## src/rtl/video_pattern_pkg.sv

```systemverilog
// Shared mode encodings, pixel payload type and colour tables for the video pattern source.
package video_pattern_pkg;

  typedef enum logic [1:0] {
    MODE_CHECKER  = 2'd0,
    MODE_BARS     = 2'd1,
    MODE_SOLID    = 2'd2,
    MODE_GRADIENT = 2'd3
  } mode_e;

  typedef struct packed {
    logic [7:0] r;
    logic [7:0] g;
    logic [7:0] b;
  } rgb_t;

  localparam rgb_t P0 = '{r: 8'd26,  g: 8'd188, b: 8'd156};
  localparam rgb_t P1 = '{r: 8'd230, g: 8'd126, b: 8'd34};
  localparam rgb_t P2 = '{r: 8'd241, g: 8'd196, b: 8'd15};
  localparam rgb_t P3 = '{r: 8'd192, g: 8'd57,  b: 8'd43};

  localparam rgb_t BAR_WHITE   = '{r: 8'hFF, g: 8'hFF, b: 8'hFF};
  localparam rgb_t BAR_YELLOW  = '{r: 8'hFF, g: 8'hFF, b: 8'h00};
  localparam rgb_t BAR_CYAN    = '{r: 8'h00, g: 8'hFF, b: 8'hFF};
  localparam rgb_t BAR_GREEN   = '{r: 8'h00, g: 8'hFF, b: 8'h00};
  localparam rgb_t BAR_MAGENTA = '{r: 8'hFF, g: 8'h00, b: 8'hFF};
  localparam rgb_t BAR_RED     = '{r: 8'hFF, g: 8'h00, b: 8'h00};
  localparam rgb_t BAR_BLUE    = '{r: 8'h00, g: 8'h00, b: 8'hFF};
  localparam rgb_t BAR_BLACK   = '{r: 8'h00, g: 8'h00, b: 8'h00};

  function automatic rgb_t palette(input logic [1:0] idx);
    case (idx)
      2'd0:    palette = P0;
      2'd1:    palette = P1;
      2'd2:    palette = P2;
      default: palette = P3;
    endcase
  endfunction

  function automatic rgb_t bar_colour(input logic [2:0] bar);
    case (bar)
      3'd0:    bar_colour = BAR_WHITE;
      3'd1:    bar_colour = BAR_YELLOW;
      3'd2:    bar_colour = BAR_CYAN;
      3'd3:    bar_colour = BAR_GREEN;
      3'd4:    bar_colour = BAR_MAGENTA;
      3'd5:    bar_colour = BAR_RED;
      3'd6:    bar_colour = BAR_BLUE;
      default: bar_colour = BAR_BLACK;
    endcase
  endfunction

endpackage

```

## src/rtl/video_pattern_gen_raster_counter.sv

```systemverilog
// Reusable raster position counter: walks x/y one pixel per accepted beat and
// flags frame start, line end and the line/frame-end accept strobes.
module raster_counter #(
  parameter int unsigned H_ACTIVE = 800,
  parameter int unsigned V_ACTIVE = 600,
  parameter int unsigned XW       = $clog2(H_ACTIVE),
  parameter int unsigned YW       = $clog2(V_ACTIVE)
) (
  input  logic          Clock,
  input  logic          Reset,
  input  logic          VideoReady,
  output logic [XW-1:0] x,
  output logic [YW-1:0] y,
  output logic          sof_c,
  output logic          eol_c,
  output logic          line_end_c,
  output logic          frame_end_c
);

  logic last_line_c;

  assign eol_c       = (x == XW'(H_ACTIVE - 1));
  assign last_line_c = (y == YW'(V_ACTIVE - 1));
  assign sof_c       = (x == '0) && (y == '0);
  assign line_end_c  = VideoReady && eol_c;
  assign frame_end_c = line_end_c && last_line_c;

  always_ff @(posedge Clock) begin
    if (Reset) begin
      x <= '0;
      y <= '0;
    end else if (VideoReady) begin
      if (eol_c) begin
        x <= '0;
        y <= last_line_c ? '0 : y + YW'(1);
      end else begin
        x <= x + XW'(1);
      end
    end
  end

endmodule

```

## src/rtl/video_pattern_gen.sv

```systemverilog
// Selectable RGB test-pattern source (checker, bars, solid cycle, gradient).
// Define VIDEO_PATTERN_GEN_GRADIENT_EN to build the mode-3 gradient; otherwise mode 3 is black.
module video_pattern_gen
  import video_pattern_pkg::*;
#(
  parameter int unsigned H_ACTIVE   = 800,
  parameter int unsigned V_ACTIVE   = 600,
  parameter int unsigned TILE_W     = 80,
  parameter int unsigned TILE_H     = 5,
  parameter int unsigned SOLID_HOLD = 60
) (
  input  logic        Clock,
  input  logic        Reset,
  input  logic        VideoReady,
  input  logic [1:0]  Mode,
  output logic [23:0] video,
  output logic        StartOfFrame,
  output logic        EndOfLine,
  output logic [7:0]  FrameCount
);

  localparam int unsigned XW   = $clog2(H_ACTIVE);
  localparam int unsigned YW   = $clog2(V_ACTIVE);
  localparam int unsigned TXW  = (TILE_W > 1) ? $clog2(TILE_W) : 1;
  localparam int unsigned TYW  = (TILE_H > 1) ? $clog2(TILE_H) : 1;
  localparam int unsigned HW   = (SOLID_HOLD > 1) ? $clog2(SOLID_HOLD) : 1;
  localparam int unsigned ACCW = $clog2(H_ACTIVE + 8);

  logic [XW-1:0]   x;
  logic [YW-1:0]   y;
  logic            line_end;
  logic            frame_end;
  mode_e           mode_q;
  logic [TXW-1:0]  tile_x;
  logic [TYW-1:0]  tile_y;
  logic            col_par;
  logic            row_par;
  logic [2:0]      bar;
  logic [ACCW-1:0] bar_acc;
  logic [ACCW-1:0] acc_sum;
  logic [2:0]      bar_inc;
  logic [HW-1:0]   hold;
  logic [1:0]      idx;
  rgb_t            pix;

  raster_counter #(
    .H_ACTIVE (H_ACTIVE),
    .V_ACTIVE (V_ACTIVE),
    .XW       (XW),
    .YW       (YW)
  ) u_raster (
    .Clock       (Clock),
    .Reset       (Reset),
    .VideoReady  (VideoReady),
    .x           (x),
    .y           (y),
    .sof_c       (StartOfFrame),
    .eol_c       (EndOfLine),
    .line_end_c  (line_end),
    .frame_end_c (frame_end)
  );

  // Checker tile position; restarts at every line / frame so tiles never straddle a boundary.
  always_ff @(posedge Clock) begin
    if (Reset) begin
      tile_x  <= '0;
      col_par <= 1'b0;
      tile_y  <= '0;
      row_par <= 1'b0;
    end else if (VideoReady) begin
      if (line_end) begin
        tile_x  <= '0;
        col_par <= 1'b0;
      end else if (tile_x == TXW'(TILE_W - 1)) begin
        tile_x  <= '0;
        col_par <= ~col_par;
      end else begin
        tile_x <= tile_x + TXW'(1);
      end
      if (frame_end) begin
        tile_y  <= '0;
        row_par <= 1'b0;
      end else if (line_end) begin
        if (tile_y == TYW'(TILE_H - 1)) begin
          tile_y  <= '0;
          row_par <= ~row_par;
        end else begin
          tile_y <= tile_y + TYW'(1);
        end
      end
    end
  end

  // bar tracks floor(8x/H_ACTIVE); bar_acc holds the remainder 8x - bar*H_ACTIVE.
  always_comb begin
    acc_sum = bar_acc + ACCW'(8);
    bar_inc = '0;
    for (int unsigned i = 0; i < 4; i++) begin
      if (acc_sum >= ACCW'(H_ACTIVE)) begin
        acc_sum = acc_sum - ACCW'(H_ACTIVE);
        bar_inc = bar_inc + 3'(1);
      end
    end
  end

  always_ff @(posedge Clock) begin
    if (Reset) begin
      bar     <= '0;
      bar_acc <= '0;
    end else if (VideoReady) begin
      if (line_end) begin
        bar     <= '0;
        bar_acc <= '0;
      end else begin
        bar     <= bar + bar_inc;
        bar_acc <= acc_sum;
      end
    end
  end

  // Frame-rate state: mode is only re-sampled at frame end so a frame never mixes patterns.
  always_ff @(posedge Clock) begin
    if (Reset) begin
      mode_q     <= mode_e'(Mode);
      hold       <= '0;
      idx        <= '0;
      FrameCount <= '0;
    end else if (frame_end) begin
      mode_q     <= mode_e'(Mode);
      FrameCount <= FrameCount + 8'(1);
      if (hold == HW'(SOLID_HOLD - 1)) begin
        hold <= '0;
        idx  <= idx + 2'(1);
      end else begin
        hold <= hold + HW'(1);
      end
    end
  end

  always_comb begin
    pix = '0;
    case (mode_q)
      MODE_CHECKER:  pix = row_par ? (col_par ? P3 : P2) : (col_par ? P1 : P0);
      MODE_BARS:     pix = bar_colour(bar);
      MODE_SOLID:    pix = palette(idx);
      MODE_GRADIENT: begin
`ifdef VIDEO_PATTERN_GEN_GRADIENT_EN
        pix = '{r: 8'(x), g: 8'(y), b: FrameCount};
`else
        pix = '0;
`endif
      end
      default:       pix = '0;
    endcase
  end

`ifndef VIDEO_PATTERN_GEN_GRADIENT_EN
  logic unused_xy;
  assign unused_xy = ^{x, y};
`endif

  assign video = pix;

endmodule
```

## config.mk

```make
export PLATFORM = sky130hd
export DESIGN_NAME = video_pattern_gen
export DESIGN_NICKNAME = d
export VERILOG_FILES = /design/src/rtl/video_pattern_pkg.sv /design/src/rtl/video_pattern_gen_raster_counter.sv /design/src/rtl/video_pattern_gen.sv
export SDC_FILE = /design/constraint.sdc
export NUM_CORES = 1
export LEC_CHECK = 0
export ABC_CLOCK_PERIOD_IN_PS = 3800
export BUFFER_PORTS_ARGS = -buffer_cell sky130_fd_sc_hd__buf_2
export CAP_MARGIN = 10
export CORE_MARGIN = 1
export CORE_UTILIZATION = 61
export CTS_BUF_LIST = sky130_fd_sc_hd__clkbuf_2
export DETAILED_ROUTE_END_ITERATION = 12
export GPL_ROUTABILITY_DRIVEN = 0
export GPL_TIMING_DRIVEN = 0
export PLACE_DENSITY = 0.8
export SLEW_MARGIN = 5
export SYNTH_ARGS = -nofsm -noshare
export SYNTH_HDL_FRONTEND = slang
export SYNTH_SLANG_ARGS = --single-unit
```

## constraint.sdc

```tcl
create_clock -name Clock -period 3.8 [get_ports Clock]
set_input_delay 0.19 -clock Clock [delete_from_list [all_inputs] [get_ports Clock]]
set_output_delay 0.19 -clock Clock [all_outputs]
set_load 0.005 [all_outputs]
```

==> metrics.txt, run 1 <==
# TYPE chip_impl_metric gauge
chip_impl_info{name="outcome",value="finished clean"} 1
chip_impl_info{name="critical_path_endpoint_category",value="flop"} 1
chip_impl_metric{name="placeable_core_region",unit="µm²"} 5640
chip_impl_metric{name="clk-insertion-delay-late",unit="ps"} 500
chip_impl_metric{name="period_share",unit="%"} 92.1
chip_impl_metric{name="post_drt_via_cell_ratio",unit=""} 5.78
chip_impl_metric{name="maxCapViolations",unit=""} 0
chip_impl_metric{name="numCtsBuffers",unit=""} 9
chip_impl_metric{name="netlist.area_leader.share",unit="%"} 31.8
chip_impl_metric{name="fin_ws",unit="ps"} 301
chip_impl_metric{name="max_root_sink_buffers",unit=""} 2
chip_impl_metric{name="post_cts_buffers",unit=""} 0
chip_impl_metric{name="place_hpwl",unit="µm"} 5930
chip_impl_metric{name="timing.critical_path.fanout_max",unit=""} 10
chip_impl_metric{name="layout.nets",unit=""} 545
chip_impl_info{name="clk_tree_root_cell",value="sky130_fd_sc_hd__clkbuf_2"} 1
chip_impl_metric{name="synthesis.nets",unit=""} 496
chip_impl_metric{name="htreeDepth",unit=""} 3
chip_impl_info{name="dominantRegCellSynth",value="sky130_fd_sc_hd__dfxtp_1"} 1
chip_impl_metric{name="die_width",unit="µm"} 79.4
chip_impl_metric{name="max-slew-margin-rel",unit="%"} 34.9
chip_impl_info{name="tritoncts",value="done"} 1
chip_impl_metric{name="ys_async_sr_fraction",unit="%"} 0
chip_impl_metric{name="synthToLayoutAreaGrowth",unit="%"} 10.9
chip_impl_metric{name="synth_enable_flop_cells",unit=""} 2
chip_impl_info{name="synthMostInstantiatedCell",value="sky130_fd_sc_hd__dfxtp_1"} 1
chip_impl_metric{name="placement.cell_area",unit="µm²"} 3920
chip_impl_info{name="rsz0062_at_grt",value="false"} 1
chip_impl_metric{name="detailedPlace.worstSlack",unit="ps"} 243
chip_impl_metric{name="num_vias",unit=""} 3388
chip_impl_metric{name="ioPinCount",unit=""} 39
chip_impl_metric{name="post_synthesis_instance_area",unit="µm²"} 3650
chip_impl_metric{name="total_wirelength_of_the_detailed_routed_design",unit="µm"} 8060
chip_impl_metric{name="syn_inst",unit=""} 460
chip_impl_info{name="synth_largest_area_cell",value="sky130_fd_sc_hd__dfxtp_1"} 1
chip_impl_metric{name="synth_warnings",unit=""} 0
chip_impl_metric{name="via_count_of_the_first_global_routing_pass",unit=""} 3001
chip_impl_info{name="crit_path_start_kind",value="flop"} 1
chip_impl_metric{name="fin_crit",unit="ps"} 3500
chip_impl_metric{name="n_fill_cell",unit=""} 485
chip_impl_metric{name="vdd_drop_max",unit="V"} 0.000222
chip_impl_metric{name="tightestPinTransition",unit="ps"} 968
chip_impl_metric{name="report.final.hold_viol_count",unit=""} 0
chip_impl_metric{name="first_iter_violations",unit=""} 155
chip_impl_metric{name="dr.pass1.iters",unit=""} 7
chip_impl_metric{name="start_util",unit="%"} 64.7
chip_impl_metric{name="setup_tns",unit="ps"} 0
chip_impl_metric{name="cp_data_required_time",unit="ps"} 4190
chip_impl_metric{name="p_per_area",unit="nW/µm²"} 282
chip_impl_metric{name="final-max-slew-violation-count",unit=""} 0
chip_impl_metric{name="synth.ff_latch_count",unit=""} 60
chip_impl_metric{name="chipHeight",unit="µm"} 79.4
chip_impl_metric{name="initial_antenna_violation_count",unit=""} 0
chip_impl_metric{name="worst_hold_depth",unit=""} 4
chip_impl_metric{name="die_area",unit="µm²"} 6300
chip_impl_metric{name="input_output_buffers",unit=""} 36
chip_impl_metric{name="grt_first_pass_wirelength",unit="µm"} 13600
chip_impl_metric{name="clock-sinks",unit=""} 60
chip_impl_metric{name="post_route_cells_drive_above_1_share",unit="%"} 13.4
chip_impl_metric{name="synthesis.area_per_instance",unit="µm²"} 7.94
chip_impl_metric{name="final_core_util",unit="%"} 71.8
chip_impl_metric{name="n_antenna_cell",unit=""} 0
chip_impl_metric{name="timing.reg2reg.worst_path_depth",unit=""} 16
chip_impl_metric{name="worst_setup_hold_path_clk_slew",unit="ps"} 170
chip_impl_info{name="netlist_top_cells_count",value="58 x sky130_fd_sc_hd__dfxtp_1, 54 x sky130_fd_sc_hd__nand2_1, 54 x sky130_fd_sc_hd__nor2_1"} 1
chip_impl_metric{name="antenna_left",unit=""} 0
chip_impl_metric{name="rows",unit=""} 27
chip_impl_metric{name="setup_viol",unit=""} 0
chip_impl_metric{name="worst_clock_skew",unit="ps"} 21.4
chip_impl_info{name="crit_type",value="flop to flop"} 1
chip_impl_metric{name="wire_per_inst",unit="µm"} 13.7
chip_impl_metric{name="fmax",unit="GHz"} 0.286
chip_impl_info{name="synth_top_cells_by_area",value="sky130_fd_sc_hd__dfxtp_1 32%, sky130_fd_sc_hd__ha_1 10%, sky130_fd_sc_hd__nand2_1 5.6%"} 1
chip_impl_metric{name="timing.critical_path.arrival",unit="ps"} 3890
chip_impl_metric{name="synth.yosys.seq_area_share",unit="%"} 33.4
chip_impl_metric{name="post_synth_num_cell_types",unit=""} 52
chip_impl_metric{name="pin_count_of_the_biggest_net_entering_global_routing",unit=""} 12
chip_impl_metric{name="grt_use_total",unit="%"} 27.8
chip_impl_metric{name="leakage",unit="nW"} 1.68
chip_impl_metric{name="stdcell_area",unit="µm²"} 4050
chip_impl_metric{name="global_route.overflow_total",unit=""} 0
chip_impl_info{name="min_path_type",value="primary input to flop"} 1
chip_impl_metric{name="power",unit="mW"} 1.14
chip_impl_metric{name="drcViolationCount",unit=""} 0
-- cell usage in the layout, fill, tap and decap left out, types with 16 or more instances in the layout --
cell / instances
sky130_fd_sc_hd__clkbuf_1: 16
sky130_fd_sc_hd__ha_1: 30
sky130_fd_sc_hd__nor2_1: 54
sky130_fd_sc_hd__xor2_1: 18
sky130_fd_sc_hd__o21ai_0: 30
sky130_fd_sc_hd__a21oi_1: 34
sky130_fd_sc_hd__inv_1: 20
sky130_fd_sc_hd__dfxtp_1: 56
sky130_fd_sc_hd__buf_2: 39
sky130_fd_sc_hd__nand2_1: 54
sky130_fd_sc_hd__nand3_1: 21
-- cell families after synthesis --
group	after synthesis	share of synthesized area [%]
AO/OA/AOI/OAI	88	13.9
XOR/XNOR	26	6.24
adder cells (fa/ha/maj)	31	10.8
buffers and inverters	45	5.14
flip-flops	60	33.4
multiplexers	12	3.46
AND/OR/NAND/NOR	198	27.0
-- sequential cells by signal, indices dropped and copies added (netlist names) --
| signal | count |
|---|---|
| tile_y | 3 |
| idx | 2 |
| bar_acc | 7 |
| mode_q | 2 |
| FrameCount | 8 |
| row_par | 1 |
| u_raster.x | 10 |
| col_par | 1 |
| hold | 6 |
| tile_x | 7 |
| u_raster.y | 10 |
| bar | 3 |
-- report_power, final --
part / switching (mW) / internal [mW] / leakage (nW)
Clock: 0.230 / 0.148 / 0.0668
Combinational: 0.0630 / 0.0470 / 1.13
Sequential: 0.0112 / 0.642 / 0.489
Total: 0.305 / 0.837 / 1.68
-- routing by layer --
layer / vias to the layer above / share of wire, % / GRT usage, % / wire length [µm]
met5: - / 0 / 0 / 0
met3: 12 / 5.3 / 4.83 / 424
met2: 103 / 48 / 47.2 / 3860
li1: 1704 / - / - / -
met4: 0 / 1.4 / 11.1 / 113
met1: 1569 / 45 / 34.9 / 3660
-- per-stage QoR --
step	std cells	hold WS (ps)
after floorplan	460	289
after global placement	568	367
after detailed placement	568	369
after CTS	586	172
after global routing	586	211
final	586	193
-- final timing paths --
| check | endpoint | slack, ps | start |
|---|---|---|---|
| max | bar[2]$_SDFFE_PP0P_ | 300 | bar_acc[4]$_SDFFE_PP0P_ |
| min | tile_x[2]$_SDFFE_PP0P_ | 190 | VideoReady |
| max reg2reg | bar[2]$_SDFFE_PP0P_ | 300 | bar_acc[4]$_SDFFE_PP0P_ |
| min reg2reg | hold[1]$_SDFFE_PP0P_ | 490 | hold[1]$_SDFFE_PP0P_ |
-- worst max-delay path: stages (launching register included) --
cell,delay [ps]
sky130_fd_sc_hd__dfxtp_2,450
sky130_fd_sc_hd__ha_1,160
sky130_fd_sc_hd__clkbuf_1,300
sky130_fd_sc_hd__nand2b_1,170
sky130_fd_sc_hd__nand2_1,90
sky130_fd_sc_hd__inv_1,60
sky130_fd_sc_hd__ha_1,150
sky130_fd_sc_hd__o21ai_0,160
sky130_fd_sc_hd__or4_1,560
sky130_fd_sc_hd__inv_1,80
sky130_fd_sc_hd__ha_1,210
sky130_fd_sc_hd__clkbuf_1,100
sky130_fd_sc_hd__ha_1,190
sky130_fd_sc_hd__fa_1,370
sky130_fd_sc_hd__nor3b_1,150
sky130_fd_sc_hd__a21oi_1,140
sky130_fd_sc_hd__nor2_1,50
-- cell type report --
| class | instances | area (µm²) | share of cell area, % |
|---|---|---|---|
| multi-input cells | 355 | 2240 | 55.4 |
| plain buffers | 25 | 113 | 2.78 |
| inverters | 20 | 75.1 | 1.85 |
| clock buffers | 10 | 50.0 | 1.24 |
| well taps | 72 | 90.1 | 2.22 |
| flip-flops and latches | 60 | 1220 | 30.2 |
| clock inverters | 6 | 55.1 | 1.36 |
| repair buffers | 38 | 200 | 4.94 |
-- what timing repair did --
item / 4_1_cts / 5_1_grt
endpoints found under the hold margin: 2 / 0
endpoints found under the setup margin: 0 / 2
hold buffers: 2 / 0
resized for setup: 0 / 2
(Power assumes the default switching activity.)
==> run 2, diff against run 1 <==
--- a/config.mk
+++ b/config.mk
@@ -5,6 +5,7 @@
 export SDC_FILE = /design/constraint.sdc
 export NUM_CORES = 1
 export LEC_CHECK = 0
+export ABC_AREA = 1
 export ABC_CLOCK_PERIOD_IN_PS = 3800
 export BUFFER_PORTS_ARGS = -buffer_cell sky130_fd_sc_hd__buf_2
 export CAP_MARGIN = 10
==> metrics.txt, run 2 <==
# TYPE chip_impl_metric gauge
chip_impl_metric{name="cts_hold_buffers",unit=""} 3
chip_impl_metric{name="placement.cell_area",unit="µm²"} 3900
chip_impl_metric{name="first_iter_violations",unit=""} 165
chip_impl_metric{name="timing.critical_path.fanout_max",unit=""} 5
chip_impl_info{name="layout_top_registers",value="u_raster.x: 10 flops, u_raster.y: 10 flops, FrameCount: 8 flops"} 1
chip_impl_metric{name="synth_enable_flop_cells",unit=""} 2
chip_impl_metric{name="synth_warnings",unit=""} 0
chip_impl_metric{name="dr.pass1.iters",unit=""} 9
chip_impl_info{name="synth_top_cells_by_area",value="sky130_fd_sc_hd__dfxtp_1 32%, sky130_fd_sc_hd__ha_1 10%, sky130_fd_sc_hd__nand2_1 9.2%"} 1
chip_impl_metric{name="stdcell_area",unit="µm²"} 4010
chip_impl_info{name="grt.busiest_layer",value="met2"} 1
chip_impl_metric{name="setup_viol",unit=""} 0
chip_impl_metric{name="total_wirelength_of_the_detailed_routed_design",unit="µm"} 7720
chip_impl_metric{name="clock-sinks",unit=""} 60
chip_impl_metric{name="fin_ws",unit="ps"} 646
chip_impl_metric{name="netlist.area_leader.share",unit="%"} 32.0
chip_impl_metric{name="pin_count_of_the_biggest_net_entering_global_routing",unit=""} 11
chip_impl_info{name="netlist_top_cells_count",value="89 x sky130_fd_sc_hd__nand2_1, 65 x sky130_fd_sc_hd__inv_1, 58 x sky130_fd_sc_hd__dfxtp_1"} 1
chip_impl_metric{name="post_drt_via_cell_ratio",unit=""} 5.39
chip_impl_info{name="rsz0062_at_grt",value="false"} 1
chip_impl_metric{name="max-slew-margin-rel",unit="%"} 54.9
chip_impl_metric{name="global_route.overflow_total",unit=""} 0
chip_impl_metric{name="grt_use_met2",unit="%"} 43.2
chip_impl_metric{name="timing.reg2reg.setup_slack",unit="ps"} 650
chip_impl_metric{name="fin_worst_hold_slack",unit="ps"} 224
chip_impl_metric{name="period_share",unit="%"} 83.0
chip_impl_metric{name="post_route_cells_drive_above_1_share",unit="%"} 17.0
chip_impl_metric{name="maxCapViolations",unit=""} 0
chip_impl_info{name="outcome",value="finished clean"} 1
chip_impl_metric{name="input_output_buffers",unit=""} 36
chip_impl_metric{name="worst_clock_skew",unit="ps"} 25.1
chip_impl_metric{name="antenna_left",unit=""} 0
chip_impl_metric{name="drcViolationCount",unit=""} 0
chip_impl_metric{name="final-max-slew-violation-count",unit=""} 0
chip_impl_metric{name="syn_inst",unit=""} 487
chip_impl_info{name="cp_slowest_cell",value="sky130_fd_sc_hd__dfxtp_1"} 1
chip_impl_info{name="critical_path_endpoint_category",value="flop"} 1
chip_impl_metric{name="report.final.hold_viol_count",unit=""} 0
chip_impl_info{name="path_cells",value="ha_1, nand2_1, inv_1, nor2_1, ha_1, nand2_1, nand3_4, nand2_4, nand2_1, nand2_1, nor2_2, nand2_4, inv_1, ha_1, clkbuf_1, ha_1, fa_1, xor2_1, nand2_1, a21oi_1"} 1
chip_impl_info{name="crit_path_start_kind",value="flop"} 1
chip_impl_metric{name="clk-insertion-delay-late",unit="ps"} 470
chip_impl_metric{name="synth_xor_area_share",unit="%"} 3.83
chip_impl_metric{name="num_vias",unit=""} 3310
chip_impl_metric{name="worst_hold_depth",unit=""} 2
chip_impl_metric{name="setup_tns",unit="ps"} 0
chip_impl_metric{name="chipHeight",unit="µm"} 79.1
chip_impl_metric{name="timing.reg2reg.worst_path_depth",unit=""} 20
chip_impl_metric{name="cts.repair.resized",unit=""} 0
chip_impl_metric{name="post_synth_mux_area_share",unit="%"} 0
chip_impl_metric{name="leakage",unit="nW"} 1.80
chip_impl_metric{name="grt_first_pass_wirelength",unit="µm"} 13100
chip_impl_metric{name="post_synth_and_or_nand_nor_area_fraction",unit="%"} 32.2
chip_impl_metric{name="synth-compound-area-share",unit="%"} 10.6
chip_impl_metric{name="fin_crit",unit="ps"} 3150
chip_impl_metric{name="htreeDepth",unit=""} 3
chip_impl_metric{name="cp_data_required_time",unit="ps"} 4220
chip_impl_metric{name="synthToLayoutAreaGrowth",unit="%"} 10.4
chip_impl_metric{name="place_hpwl",unit="µm"} 5780
chip_impl_info{name="layout.cells.most_common_list",value="89 x sky130_fd_sc_hd__nand2_1, 65 x sky130_fd_sc_hd__inv_1, 58 x sky130_fd_sc_hd__dfxtp_1"} 1
chip_impl_metric{name="die_width",unit="µm"} 79.1
chip_impl_metric{name="synth.ff_latch_count",unit=""} 60
chip_impl_metric{name="synthesis.nets",unit=""} 523
chip_impl_metric{name="globalRouteMet3Util",unit="%"} 6.55
chip_impl_metric{name="power",unit="mW"} 1.08
chip_impl_metric{name="ys_async_sr_fraction",unit="%"} 0
chip_impl_metric{name="tightestPinTransition",unit="ps"} 676
chip_impl_info{name="largest_family_of_logic_cells_by_synthesized_area",value="simple AND/OR/NAND/NOR gates"} 1
chip_impl_info{name="synth_largest_area_cell",value="sky130_fd_sc_hd__dfxtp_1"} 1
chip_impl_metric{name="numCtsBuffers",unit=""} 9
chip_impl_info{name="clk_tree_root_cell",value="sky130_fd_sc_hd__clkbuf_2"} 1
chip_impl_info{name="synthMostInstantiatedCell",value="sky130_fd_sc_hd__nand2_1"} 1
chip_impl_metric{name="start_util",unit="%"} 64.7
chip_impl_metric{name="timing.critical_path.arrival",unit="ps"} 3580
chip_impl_metric{name="synth.yosys.seq_area_share",unit="%"} 33.6
chip_impl_metric{name="initial_antenna_violation_count",unit=""} 0
chip_impl_metric{name="worst_setup_hold_path_clk_slew",unit="ps"} 180
chip_impl_metric{name="detailedPlace.worstSlack",unit="ps"} 671
chip_impl_metric{name="max_stage_delay",unit="ps"} 400
chip_impl_info{name="dominantRegCellSynth",value="sky130_fd_sc_hd__dfxtp_1"} 1
chip_impl_metric{name="grt_use_total",unit="%"} 26.5
chip_impl_metric{name="layout.nets",unit=""} 573
chip_impl_metric{name="n_fill_cell",unit=""} 479
chip_impl_metric{name="n_antenna_cell",unit=""} 0
chip_impl_metric{name="rows",unit=""} 27
chip_impl_metric{name="fmax",unit="GHz"} 0.317
chip_impl_metric{name="max_root_sink_buffers",unit=""} 2
chip_impl_metric{name="synthesis.area_per_instance",unit="µm²"} 7.45
chip_impl_metric{name="synthesized_area_fraction_occupied_by_adder_cells",unit="%"} 10.9
chip_impl_info{name="tritoncts",value="done"} 1
chip_impl_metric{name="wire_per_inst",unit="µm"} 12.6
chip_impl_metric{name="ioPinCount",unit=""} 39
chip_impl_metric{name="post_cts_buffers",unit=""} 0
chip_impl_metric{name="vdd_drop_max",unit="V"} 0.000231
chip_impl_metric{name="post_synth_num_cell_types",unit=""} 43
chip_impl_info{name="min_path_type",value="primary input to flop"} 1
chip_impl_metric{name="p_per_area",unit="nW/µm²"} 270
chip_impl_metric{name="post_synthesis_instance_area",unit="µm²"} 3630
chip_impl_metric{name="via_count_of_the_first_global_routing_pass",unit=""} 2994
chip_impl_info{name="most_frequent_standard_cell_in_the_layout_excluding_fill_and_tap_cells",value="sky130_fd_sc_hd__nand2_1"} 1
chip_impl_metric{name="met1_usage",unit="%"} 34.2
chip_impl_metric{name="die_area",unit="µm²"} 6260
chip_impl_info{name="crit_path_frequent_cell",value="sky130_fd_sc_hd__nand2_1"} 1
chip_impl_info{name="crit_type",value="flop to flop"} 1
chip_impl_metric{name="placeable_core_region",unit="µm²"} 5610
==> run 2: layout make-up <==
cell class                 count  area [µm²]  share of cell area, %
timing repair buffer          39         210                   5.25
multi-input combinational    346        2090                   52.0
tap                           72        90.1                   2.25
inverter                      67         251                   6.28
sequential                    60        1220                   30.5
clock buffer                  12        60.1                   1.50
buffer                        14        71.3                   1.78
clock inverter                 4        17.5                  0.437
==> run 2: report_power, final <==
part           internal (mW)  total (mW)  switching (mW)
sequential             0.640       0.647         0.00702
combinational         0.0501       0.119          0.0687
clock                 0.0886       0.315           0.227
==> run 2: path summary, 6_finish.rpt <==
check	from	to
setup / recovery	bar_acc[3]$_SDFFE_PP0P_	bar[2]$_SDFFE_PP0P_
hold / removal	Reset	bar_acc[3]$_SDFFE_PP0P_
setup reg to reg	bar_acc[3]$_SDFFE_PP0P_	bar[2]$_SDFFE_PP0P_
hold reg to reg	FrameCount[4]$_SDFFE_PP0P_	FrameCount[4]$_SDFFE_PP0P_
==> run 2: through the flow <==
step	cells	util, %
after floorplan	487	-
after global placement	595	69.5
after detailed placement	595	69.5
after CTS	614	71.5
after global routing	614	71.5
final	614	71.5
==> run 2: critical path: cells and delay by family, from the launching register on <==
kind                       cells  cell delay (ps)
buffers and inverters          3              220
DFF                            1              400
xor gates and xnor gates       1              150
AOI/OAI and AO/OA              1              120
adders and majority gates      5             1230
and+or+nand+nor               10              970
==> run 2: layer usage <==
| layer | vias up | share of wire [%] |
|---|---|---|
| met3 | 11 | 5.0 |
| met5 | - | 0 |
| li1 | 1689 | - |
| met1 | 1513 | 49 |
| met2 | 97 | 45 |
| met4 | 0 | 1.3 |
==> run 2: kinds of logic after synthesis <==
group           count (synthesis)
compound gates                 66
xor+xnor                       15
fa+ha+maj                      31
buf+inv                        81
flops                          60
simple gates                  234
==> run 3, diff against run 2 <==
--- a/config.mk
+++ b/config.mk
@@ -6,7 +6,7 @@
 export NUM_CORES = 1
 export LEC_CHECK = 0
 export ABC_AREA = 1
-export ABC_CLOCK_PERIOD_IN_PS = 3800
+export ABC_CLOCK_PERIOD_IN_PS = 3090
 export BUFFER_PORTS_ARGS = -buffer_cell sky130_fd_sc_hd__buf_2
 export CAP_MARGIN = 10
 export CORE_MARGIN = 1
==> constraint.sdc (replaced) <==
create_clock -name Clock -period 3.09 [get_ports Clock]
set_input_delay 0.1545 -clock Clock [delete_from_list [all_inputs] [get_ports Clock]]
set_output_delay 0.1545 -clock Clock [all_outputs]
set_load 0.005 [all_outputs]
==> metrics.txt, run 3 (same netlist as run 2, synthesis figures left out) <==
# TYPE chip_impl_metric gauge
chip_impl_info{name="outcome",value="finished clean"} 1
chip_impl_metric{name="initial_antenna_violation_count",unit=""} 0
chip_impl_info{name="clk_tree_root_cell",value="sky130_fd_sc_hd__clkbuf_2"} 1
chip_impl_metric{name="start_util",unit="%"} 64.7
chip_impl_info{name="tritoncts",value="done"} 1
chip_impl_info{name="crit_path_start_kind",value="flop"} 1
chip_impl_metric{name="timing.critical_path.arrival",unit="ps"} 3380
chip_impl_metric{name="global_route.overflow_total",unit=""} 0
chip_impl_metric{name="numCtsBuffers",unit=""} 9
chip_impl_metric{name="power",unit="mW"} 1.34
chip_impl_metric{name="worst_clock_skew",unit="ps"} 28.6
chip_impl_metric{name="leakage",unit="nW"} 1.82
chip_impl_metric{name="via_count_of_the_first_global_routing_pass",unit=""} 2991
chip_impl_metric{name="vdd_drop_max",unit="V"} 0.000283
chip_impl_info{name="layout.cells.most_common_list",value="88 x sky130_fd_sc_hd__nand2_1, 64 x sky130_fd_sc_hd__inv_1, 55 x sky130_fd_sc_hd__dfxtp_1"} 1
chip_impl_info{name="crit_type",value="flop to flop"} 1
chip_impl_metric{name="pin_count_of_the_biggest_net_entering_global_routing",unit=""} 11
chip_impl_metric{name="report.final.hold_viol_count",unit=""} 0
chip_impl_info{name="layout_top_registers",value="u_raster.x: 10 flops, u_raster.y: 10 flops, FrameCount: 8 flops"} 1
chip_impl_metric{name="p_per_area",unit="nW/µm²"} 325
chip_impl_metric{name="detailedPlace.worstSlack",unit="ps"} -39.0
chip_impl_metric{name="clock-sinks",unit=""} 60
chip_impl_metric{name="setup_viol",unit=""} 0
chip_impl_metric{name="synthToLayoutAreaGrowth",unit="%"} 13.5
chip_impl_metric{name="worst_setup_hold_path_clk_slew",unit="ps"} 180
chip_impl_metric{name="final_cell_count_no_fill",unit=""} 618
chip_impl_metric{name="total_wirelength_of_the_detailed_routed_design",unit="µm"} 8020
chip_impl_info{name="most_frequent_standard_cell_in_the_layout_excluding_fill_and_tap_cells",value="sky130_fd_sc_hd__nand2_1"} 1
chip_impl_metric{name="die_width",unit="µm"} 79.1
chip_impl_metric{name="ioPinCount",unit=""} 39
chip_impl_metric{name="antenna_left",unit=""} 0
chip_impl_info{name="cp_slowest_cell",value="sky130_fd_sc_hd__dfxtp_4"} 1
chip_impl_metric{name="grt_first_pass_wirelength",unit="µm"} 13100
chip_impl_info{name="critical_path_endpoint_category",value="flop"} 1
chip_impl_metric{name="drcViolationCount",unit=""} 0
chip_impl_metric{name="timing.critical_path.fanout_max",unit=""} 5
chip_impl_metric{name="rows",unit=""} 27
chip_impl_metric{name="post_drt_via_cell_ratio",unit=""} 5.41
chip_impl_metric{name="post_route_cells_drive_above_1_share",unit="%"} 20.0
chip_impl_metric{name="max_root_sink_buffers",unit=""} 2
chip_impl_metric{name="cp_data_required_time",unit="ps"} 3540
chip_impl_metric{name="place_hpwl",unit="µm"} 5780
chip_impl_metric{name="dr.pass1.iters",unit=""} 6
chip_impl_metric{name="maxCapViolations",unit=""} 0
chip_impl_metric{name="clk-insertion-delay-late",unit="ps"} 500
chip_impl_metric{name="fin_crit",unit="ps"} 2930
chip_impl_metric{name="input_output_buffers",unit=""} 36
chip_impl_metric{name="n_antenna_cell",unit=""} 0
chip_impl_metric{name="grt_use_total",unit="%"} 26.5
chip_impl_metric{name="die_area",unit="µm²"} 6260
chip_impl_metric{name="final-max-slew-violation-count",unit=""} 0
chip_impl_metric{name="period_share",unit="%"} 94.8
chip_impl_metric{name="wire_per_inst",unit="µm"} 13.0
chip_impl_info{name="crit_path_frequent_cell",value="sky130_fd_sc_hd__nand2_1"} 1
chip_impl_metric{name="fin_worst_hold_slack",unit="ps"} 177
chip_impl_metric{name="htreeDepth",unit=""} 3
chip_impl_metric{name="first_iter_violations",unit=""} 153
chip_impl_metric{name="place_inst",unit=""} 595
chip_impl_metric{name="tightestPinTransition",unit="ps"} 681
chip_impl_metric{name="fmax",unit="GHz"} 0.341
chip_impl_metric{name="chipHeight",unit="µm"} 79.1
chip_impl_metric{name="num_vias",unit=""} 3344
chip_impl_info{name="min_path_type",value="primary input to flop"} 1
chip_impl_info{name="path_cells",value="ha_4, nand2_1, inv_2, nor2_4, buf_4, nor2_4, nand3_4, nand3_1, nand2_1, nor2_2, nand2_4, inv_1, ha_1, clkbuf_1, ha_2, fa_2, xor2_1, nand2_1, a21oi_2"} 1
chip_impl_metric{name="placeable_core_region",unit="µm²"} 5610
chip_impl_metric{name="fin_ws",unit="ps"} 162
chip_impl_metric{name="layout.nets",unit=""} 577
chip_impl_metric{name="max-slew-margin-rel",unit="%"} 54.6
chip_impl_metric{name="max_stage_delay",unit="ps"} 430
run 3: cell types whose count changed in the layout (fill, tap and decap cells not counted), moves of 3 or more:
cell and delta:
sky130_fd_sc_hd__buf_4 +4, sky130_fd_sc_hd__dfxtp_1 -3, sky130_fd_sc_hd__ha_1 -3, sky130_fd_sc_hd__nor2_1 -3
run 3: area by class of cell:
| type | count | area (µm²) |
|---|---|---|
| well taps | 72 | 90.1 |
| repair buffers | 43 | 240 |
| plain buffers | 14 | 71.3 |
| clock buffers | 12 | 60.1 |
| multi-input cells | 346 | 2160 |
| clock inverters | 4 | 17.5 |
| fillers | 454 | 1490 |
| flip-flops and latches | 60 | 1230 |
| inverters | 67 | 251 |
run 3: path summary, 6_finish.rpt:
kind / cells after the start / to / slack [ps] / from
max: 19 / bar[2]$_SDFFE_PP0P_ / 160 / bar_acc[3]$_SDFFE_PP0P_
min: 2 / bar_acc[3]$_SDFFE_PP0P_ / 180 / Reset
max reg2reg: 19 / bar[2]$_SDFFE_PP0P_ / 160 / bar_acc[3]$_SDFFE_PP0P_
min reg2reg: 2 / FrameCount[4]$_SDFFE_PP0P_ / 480 / FrameCount[4]$_SDFFE_PP0P_
run 3: power breakdown:
group,switching [mW],internal [mW],total [mW]
Sequential,0.0104,0.787,0.797
Combinational,0.0871,0.0642,0.151
Clock,0.283,0.109,0.391
Total,0.380,0.960,1.34
run 3: critical path, delay by kind of cell (launching register included):
kind,cells,cell delay (ps)
compound gates,1,130
xor+xnor,1,140
fa+ha+maj,4,900
buf+inv,4,410
flops,1,430
simple gates,9,860
run 3: metrics by stage:
step                util (%)  setup TNS (ps)  cell area (µm²)
floorplan                  -               0             3630
global placement        69.5               0             3900
detailed placement      69.5           -39.0             3900
CTS                     71.7               0             4020
global route            73.4           -37.2             4120
finish                  73.4               0             4120
run 3: repair_timing:
| item | in CTS | in global routing |
|---|---|---|
| pin swaps | 0 | 6 |
| setup buffers | 0 | 4 |
| setup endpoints to repair | 1 | 2 |
| resized for setup | 3 | 18 |
| endpoints found under the hold margin | 3 | 0 |
| hold buffers | 3 | 0 |
run 3: layer usage:
layer	track usage, %	vias to the layer above	routed length [µm]	part of all wire, %
met5	0	-	0	0
met4	8.36	0	113	1.4
met3	6.55	11	372	4.6
met2	43.3	89	3710	46
met1	34.2	1539	3820	48
li1	-	1705	-	-
